===== src/rtl/i2c_config_sequencer.sv =====
// Walks a table of register writes to one I2C device through the write transmitter,
// with per-attempt timeout and bounded retry via a transmitter reset pulse.
module i2c_config_sequencer #(
  parameter int         NUM_REGS       = 11,
  parameter int         IDX_W          = 4,
  parameter logic [6:0] DEV_ADDR       = 7'h1A,
  parameter int         GAP_CYCLES     = 4,
  parameter int         TIMEOUT_CYCLES = 255,
  parameter int         MAX_RETRY      = 2
) (
  input  logic             CLK_200KHZ,
  input  logic             RESET,
  input  logic             GO,
  output logic [IDX_W-1:0] TBL_INDEX,
  input  logic [7:0]       TBL_REG_ADDR,
  input  logic [7:0]       TBL_DATA,
  input  logic             TX_READY,
  input  logic             TX_END,
  input  logic             TX_ERROR,
  output logic             TX_START,
  output logic             TX_STOP,
  output logic             TX_RESET,
  output logic [6:0]       TX_DEV_ADDR,
  output logic [7:0]       TX_REG_ADDR,
  output logic [7:0]       TX_DATA,
  output logic             BUSY,
  output logic             DONE,
  output logic             ERR
);
  localparam int CNT_W = $clog2(TIMEOUT_CYCLES + GAP_CYCLES + 1);
  localparam int RTY_W = $clog2(MAX_RETRY + 2);

  typedef enum logic [3:0] {
    S_IDLE, S_WAIT_READY, S_ISSUE, S_WAIT_END, S_RELEASE,
    S_GAP, S_RECOVER, S_DONE, S_FAULT
  } state_t;

  state_t           state_q, state_d;
  logic [IDX_W-1:0] idx_q, idx_d;
  logic [RTY_W-1:0] retry_q, retry_d;
  logic [CNT_W-1:0] cnt_q, cnt_d;
  logic             rec_ph_q, rec_ph_d;
  logic             latch_en;
  logic             tx_rst_int_q;

  always_comb begin
    state_d  = state_q;
    idx_d    = idx_q;
    retry_d  = retry_q;
    cnt_d    = cnt_q;
    rec_ph_d = 1'b0;
    latch_en = 1'b0;
    case (state_q)
      S_IDLE, S_DONE, S_FAULT: begin
        if (GO) begin
          idx_d   = '0;
          retry_d = '0;
          state_d = S_WAIT_READY;
        end
      end
      S_WAIT_READY: begin
        if (TX_READY) begin
          latch_en = 1'b1;
          state_d  = S_ISSUE;
        end
      end
      S_ISSUE: begin
        cnt_d   = CNT_W'(TIMEOUT_CYCLES - 1);
        state_d = S_WAIT_END;
      end
      S_WAIT_END: begin
        // error has priority over a coincident END
        if (TX_ERROR)                 state_d = S_RECOVER;
        else if (TX_END)              state_d = S_RELEASE;
        else if (cnt_q <= CNT_W'(1))  state_d = S_RECOVER;
        else                          cnt_d   = cnt_q - CNT_W'(1);
      end
      S_RELEASE: begin
        cnt_d   = CNT_W'(GAP_CYCLES - 1);
        state_d = S_GAP;
      end
      S_GAP: begin
        if (cnt_q == '0) begin
          if (idx_q == IDX_W'(NUM_REGS - 1)) begin
            state_d = S_DONE;
          end else begin
            idx_d   = idx_q + IDX_W'(1);
            retry_d = '0;
            state_d = S_WAIT_READY;
          end
        end else begin
          cnt_d = cnt_q - CNT_W'(1);
        end
      end
      S_RECOVER: begin
        if (!rec_ph_q) begin
          rec_ph_d = 1'b1;
        end else begin
          retry_d = retry_q + RTY_W'(1);
          state_d = (retry_q >= RTY_W'(MAX_RETRY)) ? S_FAULT : S_WAIT_READY;
        end
      end
      default: state_d = S_IDLE;
    endcase
  end

  always_ff @(posedge CLK_200KHZ or posedge RESET) begin
    if (RESET) begin
      state_q      <= S_IDLE;
      idx_q        <= '0;
      retry_q      <= '0;
      cnt_q        <= '0;
      rec_ph_q     <= 1'b0;
      TX_REG_ADDR  <= '0;
      TX_DATA      <= '0;
      TX_START     <= 1'b0;
      TX_STOP      <= 1'b0;
      BUSY         <= 1'b0;
      DONE         <= 1'b0;
      ERR          <= 1'b0;
      tx_rst_int_q <= 1'b0;
    end else begin
      state_q  <= state_d;
      idx_q    <= idx_d;
      retry_q  <= retry_d;
      cnt_q    <= cnt_d;
      rec_ph_q <= rec_ph_d;
      if (latch_en) begin
        TX_REG_ADDR <= TBL_REG_ADDR;
        TX_DATA     <= TBL_DATA;
      end
      // outputs decoded from the next state so they line up with the state register
      TX_START     <= (state_d == S_ISSUE);
      TX_STOP      <= (state_d == S_RELEASE);
      BUSY         <= !(state_d inside {S_IDLE, S_DONE, S_FAULT});
      DONE         <= (state_d == S_DONE);
      ERR          <= (state_d == S_FAULT);
      tx_rst_int_q <= (state_d == S_RECOVER);
    end
  end

  assign TBL_INDEX   = idx_q;
  assign TX_RESET    = RESET | tx_rst_int_q;
  assign TX_DEV_ADDR = DEV_ADDR;

endmodule


===== config.mk =====
export PLATFORM = sky130hd
export DESIGN_NAME = i2c_config_sequencer
export DESIGN_NICKNAME = d
export VERILOG_FILES = /design/src/rtl/i2c_config_sequencer.sv
export SDC_FILE = /design/constraint.sdc
export NUM_CORES = 1
export LEC_CHECK = 0
export CAP_MARGIN = 5
export CORE_ASPECT_RATIO = 0.5
export CORE_MARGIN = 10
export CORE_UTILIZATION = 53
export DETAILED_ROUTE_END_ITERATION = 10
export MAX_ROUTING_LAYER = met4
export PLACE_DENSITY_LB_ADDON = 0.08
export SETUP_SLACK_MARGIN = 0.05
export SYNTH_ARGS = -nofsm -noshare
export SYNTH_HDL_FRONTEND = slang
export SYNTH_SLANG_ARGS = --single-unit

===== constraint.sdc =====
create_clock -name CLK_200KHZ -period 5.05 [get_ports CLK_200KHZ]
set_input_delay 0.7575 -clock CLK_200KHZ [delete_from_list [all_inputs] [get_ports CLK_200KHZ]]
set_output_delay 0.7575 -clock CLK_200KHZ [all_outputs]
set_load 0.02 [all_outputs]

==> results of run 1 <==
[layout by cell type, fill, tap and decap left out, drive strengths merged, types with 2 or more instances in the layout]
cell type and instances:
clkdlybuf4s50 47, ha 6, or3 3, nor2 24
nor3 6, nand3 5, or2 2, buf 2
mux2 16, a31oi 4, nand3b 3, a211o 3
dfrtp 42, inv 10, clkbuf 6, nor4 2
nor3b 3, a21oi 8, or4 2, o21ai 22
o21bai 2, nor2b 3, conb 7, a21o 2
nand2b 5, and3 2, nand2 14
[critical path, delay by kind of cell]
family	cells	cell delay (ns)
buffers and inverters	2	0.96
AND/OR/NAND/NOR	1	0.28
[stage by stage]
step	setup WS (ns)	power (mW)
after floorplan	3.13	1.13
after global placement	2.23	1.40
after detailed placement	2.17	1.42
after CTS	2.28	1.69
after global routing	2.26	1.80
final	2.29	1.68
[per-layer routing]
metal  track usage [%]  part of all wire [%]  wire length [microns]  vias up
met3              5.34                   9.2                    485        6
met5                 -                     0                      0        -
met1              19.7                    48                   2560      855
met4              2.83                  0.77                     41        0
li1                  -                     -                      -      881
met2              20.6                    42                   2200       79
[final timing paths]
path | endpoint | slack [ns] | cells past startpoint
min reg2reg | TX_REG_ADDR[4] | 0.49 | 1
max reg2reg | TX_DATA[5] | 2.69 | 3
min | TX_REG_ADDR[4] | 0.49 | 1
min in group asynchronous | state_q[1] | 0.92 | 3
max in group asynchronous | TBL_INDEX[2] | 3.77 | 3
max | TX_RESET | 2.29 | 3
[kinds of logic (layout without fill, tap and decap cells)]
| kind of cell | count (synthesis) | count (layout) | share of synthesized area, % |
|---|---|---|---|
| simple gates | 82 | 82 | 21.0 |
| fa+ha+maj | 6 | 6 | 3.32 |
| mux | 16 | 16 | 7.96 |
| flops | 42 | 42 | 46.4 |
| compound gates | 52 | 52 | 15.2 |
| other cells | 2 | 7 | 0.332 |
| buf+inv | 25 | 67 | 5.75 |
[state kept, by name, summed over array words and instances (netlist names), 2 cells and up]
| name | flops |
|---|---|
| TBL_INDEX | 4 |
| TX_DATA | 8 |
| TX_REG_ADDR | 8 |
| state_q | 4 |
| cnt_q | 9 |
| retry_q | 2 |
[power breakdown]
group	internal (mW)	switching (mW)
combinational	0.380	0.424
sequential	0.466	0.145
clock	0.147	0.115
[synthesized netlist by cell type, drive strengths merged (2+ instances only)]
cell    count
nand3       5
nand2b      5
nand3b      3
or2         2
buf        14
nand2      14
mux2       16
nor2b       3
or4         2
nor4        2
a21oi       8
a31oi       4
o21ai      22
o21bai      2
a21o        2
nor2       24
a211o       3
conb        2
dfrtp      42
or3         3
nor3b       3
and3        2
ha          6
nor3        6
inv        10
[cell type report]
cell class | count | share of cell area, %
multi-input cells | 163 | 38.6
flip-flops and latches | 42 | 36.8
repair buffers | 49 | 17.0
clock buffers | 6 | 2.54
well taps | 54 | 2.37
clock inverters | 2 | 1.32
inverters | 10 | 1.32
==> Flow_metrics.wiki, run 1 <==
{| class="wikitable"
! Metric !! Value
|-
| Run status || completed
|-
| Actual transition at the worst max-transition pin || approximately 1.2 ns
|-
| PortBufs || 47
|-
| Peak supply drop || roughly 300 uV
|-
| Count of warnings emitted by yosys || 0
|-
| Filler-free cell count of the finished design || about 330
|-
| Max Root-Sink Buffers || 2
|-
| Leakage power summed over all cells || roughly 1.2 nW
|-
| Share of cells above drive strength 1 || 13.6%
|-
| Largest fanout on the critical path || 2
|-
| Wire length of the first global-routing pass || approximately 8800 microns
|-
| Global Route Usage Sum || approximately 15%
|-
| Proportion of synthesized flip-flops having asynchronous set or reset || 100%
|-
| Detailed-placement wirelength estimate || a little under 4000 microns
|-
| PostCTS Resize Cnt || 0
|-
| DRC violation count after routing || 0
|-
| Antenna violations before repair || 0
|-
| Worst R2R Start || state_q[0]
|-
| Normalized max-slew margin || just over 20%
|-
| Antenna diode count || 0
|-
| Crit start category || primary input
|-
| Critical path capture point type || output pin
|-
| Post-synthesis cell type with the largest combined area || dfrtp_1
|-
| Area of the die || about 0.0074 sq mm
|-
| Area fraction of the dominant cell type after synthesis || around 46%
|-
| Dominant cell type by count on the critical path || clkdlybuf4s50_1
|-
| Root buffer selected by CTS || clkbuf_8
|-
| Starting density of the core || 56.5%
|-
| Area of the core || roughly 0.004 sq mm
|-
| Clock transition at the registers of the reported paths || around 0.080 ns
|-
| Utilization of the core after routing || around 71%
|-
| Placed cell area || between 0.002 and 0.003 sq mm
|-
| Final Max Slew Viols || 0
|-
| RSZ-0062 raised after global routing || false
|-
| Cell Pwr Density || 588 mW/mm^2
|-
| Predominant post-synthesis flop cell || dfrtp_1
|-
| Type of the worst setup path || in -> out
|-
| Number of iterations in the first detailed-routing pass || 4
|-
| Detailed-route wire length || between 5000 and 6000 microns
|-
| Final number of hold-violating endpoints || 0
|-
| Synth Instances || 225
|-
| Slowest library cell on the worst path || clkdlybuf4s50_1
|-
| CTS Hold Buffers Added || 0
|-
| Grt ovf || 0
|-
| Area of the multi-input gates || 0.00110 sq mm
|-
| I/O Pins || 55
|-
| Crit path required time || between 4 and 5 ns
|-
| Via density || ~5.6
|-
| Horizontal die dimension || 112 microns
|-
| Synth top area cells || dfrtp_1 (46%), mux2_2 (7.5%), nor2_1 (4.0%)
|-
| CP Launch Point || RESET
|-
| H-tree levels || 2
|-
| Number of sinks driven by the clock tree || between 40 and 50
|-
| Final setup TNS || 0 ns
|-
| Die height || about 66 microns
|-
| Post-placement cell count || around 320
|-
| Total number of nets in the final design || 299
|-
| Fraction of the yosys area taken by sequential cells || a little under half
|-
| Worst endpoint data arrival time || about 2 ns
|-
| Fin Clk Skew || between 0.003 and 0.004 ns
|-
| Max Fclk || 0.363 GHz
|-
| Yosys cell types || 53
|-
| Synthesis-to-finish area growth || 26.0%
|-
| Maximum capacitance violations || 0
|-
| Clk_lat worst skew || between 0.2 and 0.3 ns
|-
| Violation count after the first detailed-routing iteration || 132
|-
| Tightest hold margin || 0.494 ns
|-
| Std-Cell Rows || 16
|-
| Yosys reg bits || 42
|-
| Number of buffers inserted during clock tree synthesis || 5
|-
| Post-detailed-route count of antenna-violating nets || 0
|-
| Maximum cell stage delay along the critical path || 0.54 ns
|-
| Clock tree from TritonCTS || done
|-
| Number of synthesized flops with an enable pin || 0
|-
| Detailed-route wire length per cell || between 15 and 20 microns
|-
| Cell Area, Synth || roughly 0.0023 sq mm
|-
| Largest net degree at the start of global routing || 43
|-
| Class of the worst hold path || reg -> reg
|-
| Gpl congestion || 0.836
|-
| Post-route cell area || between 0.002 and 0.003 sq mm
|-
| Mean area per synthesized cell || around 10 sq um
|-
| Vias in the first global route || roughly 1700
|-
| Number of setup buffers added after CTS || 0
|-
| Total number of vias || 1821
|-
| Tcrit/Tclk final || between 50 and 60%
|-
| Startpoint of the tightest hold check path || TX_REG_ADDR[4]
|-
| Final setup violating endpoints || 0
|-
| Filler cell count || 315
|-
| Cell-by-cell trace of the critical path || clkdlybuf4s50_1 > or2_2 > clkdlybuf4s50_1
|-
| Min cycle time layout || approximately 2.8 ns
|-
| Storage cell area || approximately 0.0011 sq mm
|}
No activity file was read; power rests on OpenSTA's default activity.
==> run 2: changes to the inputs <==
Settings changed: CORE_UTILIZATION 53 to 45.
Clock period 5.05 ns to 2.5 ns, I/O delays scaled along.
==> Flow_metrics.wiki, run 2 (synthesis results as in run 1) <==
{| class="wikitable"
! Metric !! Value
|-
| Critical path capture point type || flip-flop
|-
| Peak supply drop || 518 uV (+72%)
|-
| Leakage power summed over all cells || 1.23 nW (+1.2%)
|-
| Net switching component of the power || 1.39 mW (+100%)
|-
| Number of sinks driven by the clock tree || 42 (unchanged)
|-
| Global Route Usage Sum || 13.0% (-1.7 points)
|-
| Filler-free cell count of the finished design || 345 (+5.8%)
|-
| Starting density of the core || 46.3% (-10 points)
|-
| DRC violation count after routing || 0 (unchanged)
|-
| Filler cell count || 431 (+37%)
|-
| Post-placement cell count || 337 (+6.0%)
|-
| Maximum capacitance violations || 0 (unchanged)
|-
| Final Max Slew Viols || 0 (unchanged)
|-
| RSZ-0062 raised after global routing || false
|-
| Overall power consumption || 3.43 mW (+100%)
|-
| CTS Hold Buffers Added || 0 (unchanged)
|-
| Root buffer selected by CTS || clkbuf_8
|-
| Most used cells in the layout excluding fill and tap cells || clkdlybuf4s50_1 (47), dfrtp_1 (42), nor2_1 (24), o21ai_0 (17), mux2_2 (15)
|-
| Via density || 5.31 (-4.9%)
|-
| Tcrit/Tclk final || 82.5%
|-
| Largest fanout on the critical path || 6 (+4)
|-
| Std-Cell Rows || 18 (+2)
|-
| Run status || completed
|-
| Synthesis-to-finish area growth || 27.9%
|-
| Net Sw Frac || 40.5% (-0.21 points)
|-
| Met1 usage || 17.2% (-2.5 points)
|-
| PortBufs || 47 (unchanged)
|-
| Clk_lat worst skew || 0.30 ns (about the same)
|-
| Number of buffers inserted during clock tree synthesis || 5 (unchanged)
|-
| Biggest register || cnt_q
|-
| Share of cells above drive strength 1 || 14.5% (+0.94 points)
|-
| Global routing usage on met2 || 18.8% (-1.8 points)
|-
| Class of the worst hold path || reg -> reg
|-
| Total number of nets in the final design || 302 (+1.0%)
|-
| Number of iterations in the first detailed-routing pass || 4 (unchanged)
|-
| Min cycle time layout || between 2 and 2.5 ns
|-
| Most common library cell in the layout ignoring fill and taps || clkdlybuf4s50_1
|-
| Post-detailed-route count of antenna-violating nets || 0 (unchanged)
|-
| Clock tree from TritonCTS || done
|-
| Max Root-Sink Buffers || 2 (unchanged)
|-
| Gpl congestion || 0.897 (+7.3%)
|-
| Detailed-route wire length || 5270 microns (-0.40%)
|-
| Utilization of the core after routing || 59.2% (-12 points)
|-
| PostCTS Resize Cnt || 0 (unchanged)
|-
| Crit path required time || 2.69 ns (-1.60 ns)
|-
| Area of the core || 0.00489 sq mm (+22%)
|-
| Cell Pwr Density || 1180 mW/mm^2 (+100%)
|-
| Sequential group share of total power || 35.0% (-1.4 points)
|-
| Worst endpoint data arrival time || 2.25 ns (+0.25 ns)
|-
| Violation count after the first detailed-routing iteration || 76 (-42%)
|-
| Largest registers || cnt_q x9, TX_DATA x8, TX_REG_ADDR x8
|-
| Total number of vias || 1832 (+0.60%)
|-
| Detailed-placement wirelength estimate || 3930 microns (-1.0%)
|-
| Clock power share || 15.8% (+0.2 points)
|-
| Clock transition at the registers of the reported paths || 0.08 ns (about the same)
|-
| Final number of hold-violating endpoints || 0 (unchanged)
|-
| P_int || 2.04 mW (+110%)
|-
| Crit start category || flip-flop
|-
| Type of the worst setup path || reg -> reg
|-
| Vias in the first global route || 1751 (+2.5%)
|-
| Antenna violations before repair || 0 (unchanged)
|-
| Fin Clk Skew || 0.00779 ns (+0.00421 ns)
|-
| Antenna diode count || 0 (unchanged)
|-
| Final setup violating endpoints || 0 (unchanged)
|-
| H-tree levels || 2 (unchanged)
|-
| Final setup TNS || 0 ns (unchanged)
|-
| GRT met3 Usage || 4.01% (-1.3 points)
|-
| I/O Pins || 55 (unchanged)
|-
| Actual transition at the worst max-transition pin || 0.563 ns (-0.622 ns)
|-
| Number of setup buffers added after CTS || 0 (unchanged)
|-
| Largest register FFs || 9 (unchanged)
|-
| Top Usage Layer GRT || met2
|-
| Detailed-route wire length per cell || 15.3 microns (-5.9%)
|-
| Normalized max-slew margin || 62.4% (+42 points)
|-
| Proportion of power drawn by combinational gates || 49.3% (+1.4 points)
|-
| Max Fclk || between 0.4 and 0.5 GHz
|-
| Horizontal die dimension || 120 microns (+7.0%)
|-
| Wire length of the first global-routing pass || 8780 microns (about the same)
|-
| Grt ovf || 0 (unchanged)
|-
| Die height || 70.2 microns (+6.0%)
|-
| Area of the die || 0.00844 sq mm (+13%)
|-
| Largest net degree at the start of global routing || 43 (unchanged)
|}
run 2: critical path, cell delays in order, from the launching register on:
cell	delay, ns
dfrtp_1	0.43
inv_1	0.15
ha_1	0.17
nor4b_2	0.38
nor3b_4	0.34
a22oi_2	0.16
a211o_1	0.32
run 2: metal layers:
layer	share of wire (%)	up-vias
li1	-	884
met1	49	876
met2	43	66
met3	7.5	6
met4	0.87	0
met5	0	-
run 2: worst paths after layout:
path,startpoint,endpoint,slack [ns],cells after the start
worst max-delay path,cnt_q[0],TBL_INDEX[3],0.44,6
worst min-delay path,retry_q[0],retry_q[0],0.49,1
worst max register to register,cnt_q[0],TBL_INDEX[3],0.44,6
worst min register to register,retry_q[0],retry_q[0],0.49,1
max in group asynchronous,RESET,retry_q[0],1.61,3
min in group asynchronous,RESET,state_q[0],0.53,3
run 2: area by class of cell:
| class | count | area [sq um] | area share, % |
|---|---|---|---|
| Inverter | 10 | 37.5 | 1.30 |
| Tap cell | 70 | 87.6 | 3.03 |
| Sequential cell | 42 | 1050 | 36.3 |
| Timing Repair Buffer | 52 | 508 | 17.5 |
| Clock inverter | 2 | 37.5 | 1.30 |
| Clock buffer | 6 | 72.6 | 2.51 |
| Multi-Input combinational cell | 163 | 1100 | 38.0 |
run 2: power groups by stage:
stage          registers [mW]  clock network (mW)  logic, mW
6_report                 1.20               0.541       1.69
5_1_grt                  1.25               0.579       1.86
4_1_cts                  1.20               0.560       1.70
3_5_place_dp             1.21                   0       1.70
3_3_place_gp             1.21                   0       1.67
2_1_floorplan            1.31                   0      0.977
run 2: through the flow:
step	cell area, sq um	hold WS, ns	setup slack [ns]
5_1_grt	2900	0.498	0.272
6_report	2900	0.487	0.438
3_3_place_gp	2790	0.469	0.447
2_1_floorplan	2280	0.458	0.699
3_5_place_dp	2790	0.476	0.338
4_1_cts	2900	0.494	0.457
==> run 3: changes to the inputs <==
Clock period 2.5 ns to 1.8 ns, I/O delays scaled along.
==> Flow_metrics.wiki, run 3 (synthesis results as in run 1) <==
{| class="wikitable"
! Metric !! Value
|-
| Clock transition at the registers of the reported paths || 0.09 ns (about the same)
|-
| Starting density of the core || 46.3% (unchanged)
|-
| Met1 usage || 19.5% (+2.3 points)
|-
| Largest register FFs || 9 (unchanged)
|-
| Placed cell area || 0.00305 sq mm (+9.6%)
|-
| Antenna diode count || 0 (unchanged)
|-
| RSZ-0062 raised after global routing || true
|-
| Normalized max-slew margin || 58.2% (-4.2 points)
|-
| Top Usage Layer GRT || met2
|-
| Worst R2R Start || cnt_q[0]
|-
| Detailed-placement wirelength estimate || 4390 microns (+12%)
|-
| Cell Pwr Density || 1660 mW/mm^2 (+40%)
|-
| Detailed-route wire length || 6680 microns (+27%)
|-
| Vias in the first global route || 2058 (+18%)
|-
| Crit start category || flip-flop
|-
| Area of the core || 0.00489 sq mm (unchanged)
|-
| Overall power consumption || 5.82 mW (+70%)
|-
| Largest fanout on the critical path || 4 (-2)
|-
| Wire length of the first global-routing pass || 10300 microns (+18%)
|-
| Tcrit/Tclk final || 108% (+26 points)
|-
| Std-Cell Rows || 18 (unchanged)
|-
| Worst endpoint data arrival time || 2.12 ns (-0.13 ns)
|-
| Number of iterations in the first detailed-routing pass || 6 (+2)
|-
| Peak supply drop || 921 uV (+78%)
|-
| Synthesis-to-finish area growth || 55.0%
|-
| Run status || finished with violations
|-
| Fin Clk Skew || 0.0111 ns (+0.00330 ns)
|-
| Final Max Slew Viols || 0 (unchanged)
|-
| Biggest register || cnt_q
|-
| Area of the die || 0.00844 sq mm (unchanged)
|-
| PortBufs || 47 (unchanged)
|-
| Most used cells in the layout excluding fill and tap cells || clkdlybuf4s50_1 (46), buf_4 (43), dfrtp_1 (36), nor2_1 (21), mux2_2 (15)
|-
| FF-to-FF End || BUSY
|-
| Detailed-route wire length per cell || 17.1 microns (+12%)
|-
| Clock tree from TritonCTS || done
|-
| Class of the worst hold path || in -> async
|-
| I/O Pins || 55 (unchanged)
|-
| Crit path required time || 1.97 ns (-0.72 ns)
|-
| Reg-to-reg slack, setup || -0.15 ns (-0.59 ns)
|-
| Global Route Usage Sum || 14.9% (+2.0 points)
|-
| Most common library cell in the layout ignoring fill and taps || clkdlybuf4s50_1
|-
| Worst-case setup margin in the final layout || -0.149 ns (-0.587 ns)
|-
| Number of buffers inserted during clock tree synthesis || 5 (unchanged)
|-
| Final setup violating endpoints || 13 (+13)
|-
| Largest registers || cnt_q x9, TX_DATA x8, TX_REG_ADDR x8
|-
| Gpl congestion || 0.886 (-1.2%)
|-
| Violation count after the first detailed-routing iteration || 119 (+57%)
|-
| Via density || 5.43 (+2.2%)
|-
| Antenna violations before repair || 0 (unchanged)
|-
| Post-detailed-route count of antenna-violating nets || 0 (unchanged)
|-
| Global routing usage on met2 || 23.1% (+4.3 points)
|-
| Post-route cell area || 0.00351 sq mm (+21%)
|-
| Type of the worst setup path || reg -> reg
|-
| Actual transition at the worst max-transition pin || 0.625 ns (+0.0618 ns)
|-
| GRT met3 Usage || 3.85% (-0.16 points)
|-
| Min cycle time layout || 1.95 ns (-0.113 ns)
|-
| Share of cells above drive strength 1 || 36.8% (+22 points)
|-
| Leakage power summed over all cells || 1.47 nW (+19%)
|-
| Clk_lat worst skew || 0.30 ns (about the same)
|-
| H-tree levels || 2 (unchanged)
|-
| Total number of nets in the final design || 348 (+15%)
|-
| Maximum capacitance violations || 0 (unchanged)
|-
| Total number of vias || 2122 (+16%)
|-
| Worst Reg2Reg Path Length in Cells || 6 (unchanged)
|-
| Critical path capture point type || flip-flop
|-
| Largest net degree at the start of global routing || 24 (-44%)
|-
| Final number of hold-violating endpoints || 0 (unchanged)
|-
| Max Fclk || 0.513 GHz (+5.8%)
|-
| Max Root-Sink Buffers || 2 (unchanged)
|-
| DRC violation count after routing || 0 (unchanged)
|-
| Grt ovf || 0 (unchanged)
|-
| CTS Hold Buffers Added || 0 (unchanged)
|-
| Die height || 70.2 microns (unchanged)
|-
| Root buffer selected by CTS || clkbuf_8
|-
| Horizontal die dimension || 120 microns (unchanged)
|-
| Failing checks || negative setup slack
|-
| Filler cell count || 358 (-17%)
|-
| Number of sinks driven by the clock tree || 42 (unchanged)
|}
[run 3: where the power goes]
group	internal (mW)	leakage, nW	switching [mW]
clock network	0.278	0.0408	0.354
registers	1.32	0.513	0.335
logic	1.76	0.915	1.78
total	3.36	1.47	2.47
[run 3: area by class of cell]
type / instances / area (sq um) / area share (%)
flip-flops and latches: 42 / 1060 / 30.2
clock buffers: 5 / 68.8 / 1.96
clock inverters: 3 / 23.8 / 0.678
well taps: 70 / 87.6 / 2.50
multi-input cells: 165 / 1360 / 38.9
inverters: 10 / 37.5 / 1.07
repair buffers: 96 / 868 / 24.8
[run 3: how the worst max path moves through the flow]
stage,to,from,slack [ns],cells past startpoint
final,BUSY,cnt_q[0],-0.15,6
after CTS,BUSY,cnt_q[0],-0.05,8
after global routing,BUSY,cnt_q[0],-0.19,8
after floorplan,cnt_q[8],cnt_q[0],0.05,8
after global placement,cnt_q[0],TX_END,-0.15,5
after detailed placement,cnt_q[0],TX_END,-0.20,5
[run 3: critical path, stage by stage, from the launching register on]
cell	delay, ns
dfrtp_1	0.44
ha_1	0.24
o21bai_4	0.20
a311o_1	0.31
buf_4	0.16
a221oi_4	0.33
a31oi_1	0.13
[run 3: per-stage QoR]
| stage | setup TNS (ns) | hold WS [ns] | instances | setup slack, ns | utilization [%] |
|---|---|---|---|---|---|
| 2_1_floorplan | 0 | 0.405 | 230 | 0.0548 | - |
| 3_3_place_gp | -0.875 | 0.469 | 369 | -0.152 | 62.5 |
| 3_5_place_dp | -1.30 | 0.485 | 369 | -0.200 | 62.5 |
| 4_1_cts | -0.0694 | 0.357 | 383 | -0.0473 | 67.2 |
| 5_1_grt | -1.99 | 0.382 | 391 | -0.190 | 71.8 |
| 6_report | -0.829 | 0.349 | 391 | -0.149 | 71.8 |
[run 3: what timing repair did]
action                                  in CTS  in global routing
gates cloned                                 1                  1
hold endpoints to repair                     0                  0
gates resized for setup                     15                 46
pin swaps                                   11                 23
endpoints found under the setup margin      17                 22
setup buffers                                5                  8
[run 3: per-layer routing]
| metal | routed length [microns] | vias up |
|---|---|---|
| met3 | 415 | 8 |
| met1 | 3140 | 1023 |
| met4 | 75 | 0 |
| met2 | 3060 | 95 |
| li1 | - | 996 |
| met5 | 0 | - |
==> patch: new RTL, settings of run 1 <==
Put one more register stage on the output `ERR`. The value now appears one clock later. The other outputs are not delayed to match.
--- a/src/rtl/i2c_config_sequencer.sv
+++ b/src/rtl/i2c_config_sequencer.sv
@@ -35,4 +35,6 @@
     S_GAP, S_RECOVER, S_DONE, S_FAULT
   } state_t;
+
+  logic ERR_s0;
 
   state_t           state_q, state_d;
@@ -118,5 +120,5 @@
       BUSY         <= 1'b0;
       DONE         <= 1'b0;
-      ERR          <= 1'b0;
+      ERR_s0       <= 1'b0;
       tx_rst_int_q <= 1'b0;
     end else begin
@@ -135,5 +137,5 @@
       BUSY         <= !(state_d inside {S_IDLE, S_DONE, S_FAULT});
       DONE         <= (state_d == S_DONE);
-      ERR          <= (state_d == S_FAULT);
+      ERR_s0       <= (state_d == S_FAULT);
       tx_rst_int_q <= (state_d == S_RECOVER);
     end
@@ -144,4 +146,8 @@
   assign TX_DEV_ADDR = DEV_ADDR;
 
+  always_ff @(posedge CLK_200KHZ) begin
+    ERR <= ERR_s0;
+  end
+
 endmodule
 
Behaviour: no difference found for any inputs over 10 cycles, from zero or initial values and one cycle with RESET high; that may be too few to reach the edited logic, so the function may still have changed.
==> patch against run 1 <==
Sequential cell count is 1 higher. Routed wire length down 0.89%. Highest routed layer unchanged. Total power up 1.4%. Sequential share of layout area shrank 0.52 points. Worst setup slack better by 10 ps. Largest power group unchanged. Synthesized area rose by 7.1%. Final cell count rose by 1.2%. Design area up 3.4%. Clock power down 16%. Fmax rose by 0.37%. First-iteration DRC count fell by 39%.
==> patch: results <==
set metrics [dict create \
    synthArstFlopShare_pct 97.7 \
    nFillCells 357 \
    ys_types 65 \
    grtUsageMet3_pct 4.62 \
    root_buffer "clkbuf_8" \
    globalRouteTotalUtil_pct 13.7 \
    grt_pass1_wl_um 8510 \
    port_buffers 47 \
    seq_share_pct 36.3 \
    inverters 9 \
    bufAreaShareNonClock_pct 16.2 \
    dp.final_hpwl_um 4010 \
    nNetsFinal 300 \
    cts.clk_slew.worst_paths_ps 80 \
    numCtsBuffers 5 \
    drive_gt1_share_pct 17.6 \
    placed_area_um2 2860 \
    routed_wirelength_um 5250 \
    pre_cts_slack_ps 2290 \
    final_core_util_pct 67.0 \
    use_met1_pct 18.3 \
    n_antenna_cell 0 \
    synth_adder_area_share_pct 3.10 \
    multi_input_gates 165 \
    cp-startpoint "RESET" \
    min_from "ERR_s0$_DFF_PP0_" \
    largest_reg_flops 9 \
    synthXorXnorAreaFrac_pct 0.361 \
    placed_cells 322 \
    layout.cells.non_filler 330 \
    routabilityCongestion 0.882 \
    synth_compound_area_share_pct 16.9 \
    syn_area_per_cell_um2 10.6 \
    status "completed" \
    route.vias.total 1824 \
    ys_warn_count 0 \
    grt_pass1_vias 1737 \
    synth_mux_area_share_pct 7.85 \
    power_leakage_nw 1.20 \
    n_all_buffers 48 \
    worstMarginPinSlew_ps 789 \
    nFlopsAndLatches 43 \
    max-vdd-ir-drop_mv 0.321 \
    ys_top_cells_by_count "42 x dfrtp_1, 24 x o21ai_0, 16 x mux2_2" \
    synth-seq-area-share_pct 44.2 \
    clockBufferDepth 2 \
    clockNetworkAreaShare_pct 3.14 \
    worstHoldPathType "flop to flop" \
    grt_max_degree 43 \
    drt_iter0_drc 81 \
    synthTopCellsByArea "dfrtp_1 43%, mux2_2 7.4%, o21ai_0 5.0%" \
    rows 17 \
    multi_input_area_share_pct 40.8 \
    use_met2_pct 19.8 \
    fin_skew_ps 4.31 \
]
patch: final timing paths:
| kind | endpoint | slack (ps) | cells past startpoint |
|---|---|---|---|
| min | ERR$_DFF_P_ | 360 | 0 |
| min reg2reg | ERR$_DFF_P_ | 360 | 0 |
| max | TX_RESET | 2300 | 3 |
| min in group asynchronous | TX_REG_ADDR[2]$_DFFE_PP0P_ | 910 | 3 |
| max reg2reg | BUSY$_DFF_PP0_ | 2640 | 5 |
| max in group asynchronous | TX_DATA[7]$_DFFE_PP0P_ | 3790 | 3 |
patch: routing by layer:
metal / up-vias / part of all wire, %
met1: 855 / 49
met4: 0 / 1.2
met2: 57 / 40
li1: 903 / -
met3: 9 / 9.9
met5: - / 0
patch: worst max-delay path, stage by stage:
cell and delay [ps]:
clkdlybuf4s50_1 410, or2_2 280, clkdlybuf4s50_1 550
patch: power breakdown:
group,internal (mW),switching [mW]
Clock,0.0988,0.122
Sequential,0.472,0.142
Combinational,0.408,0.458
Total,0.979,0.722
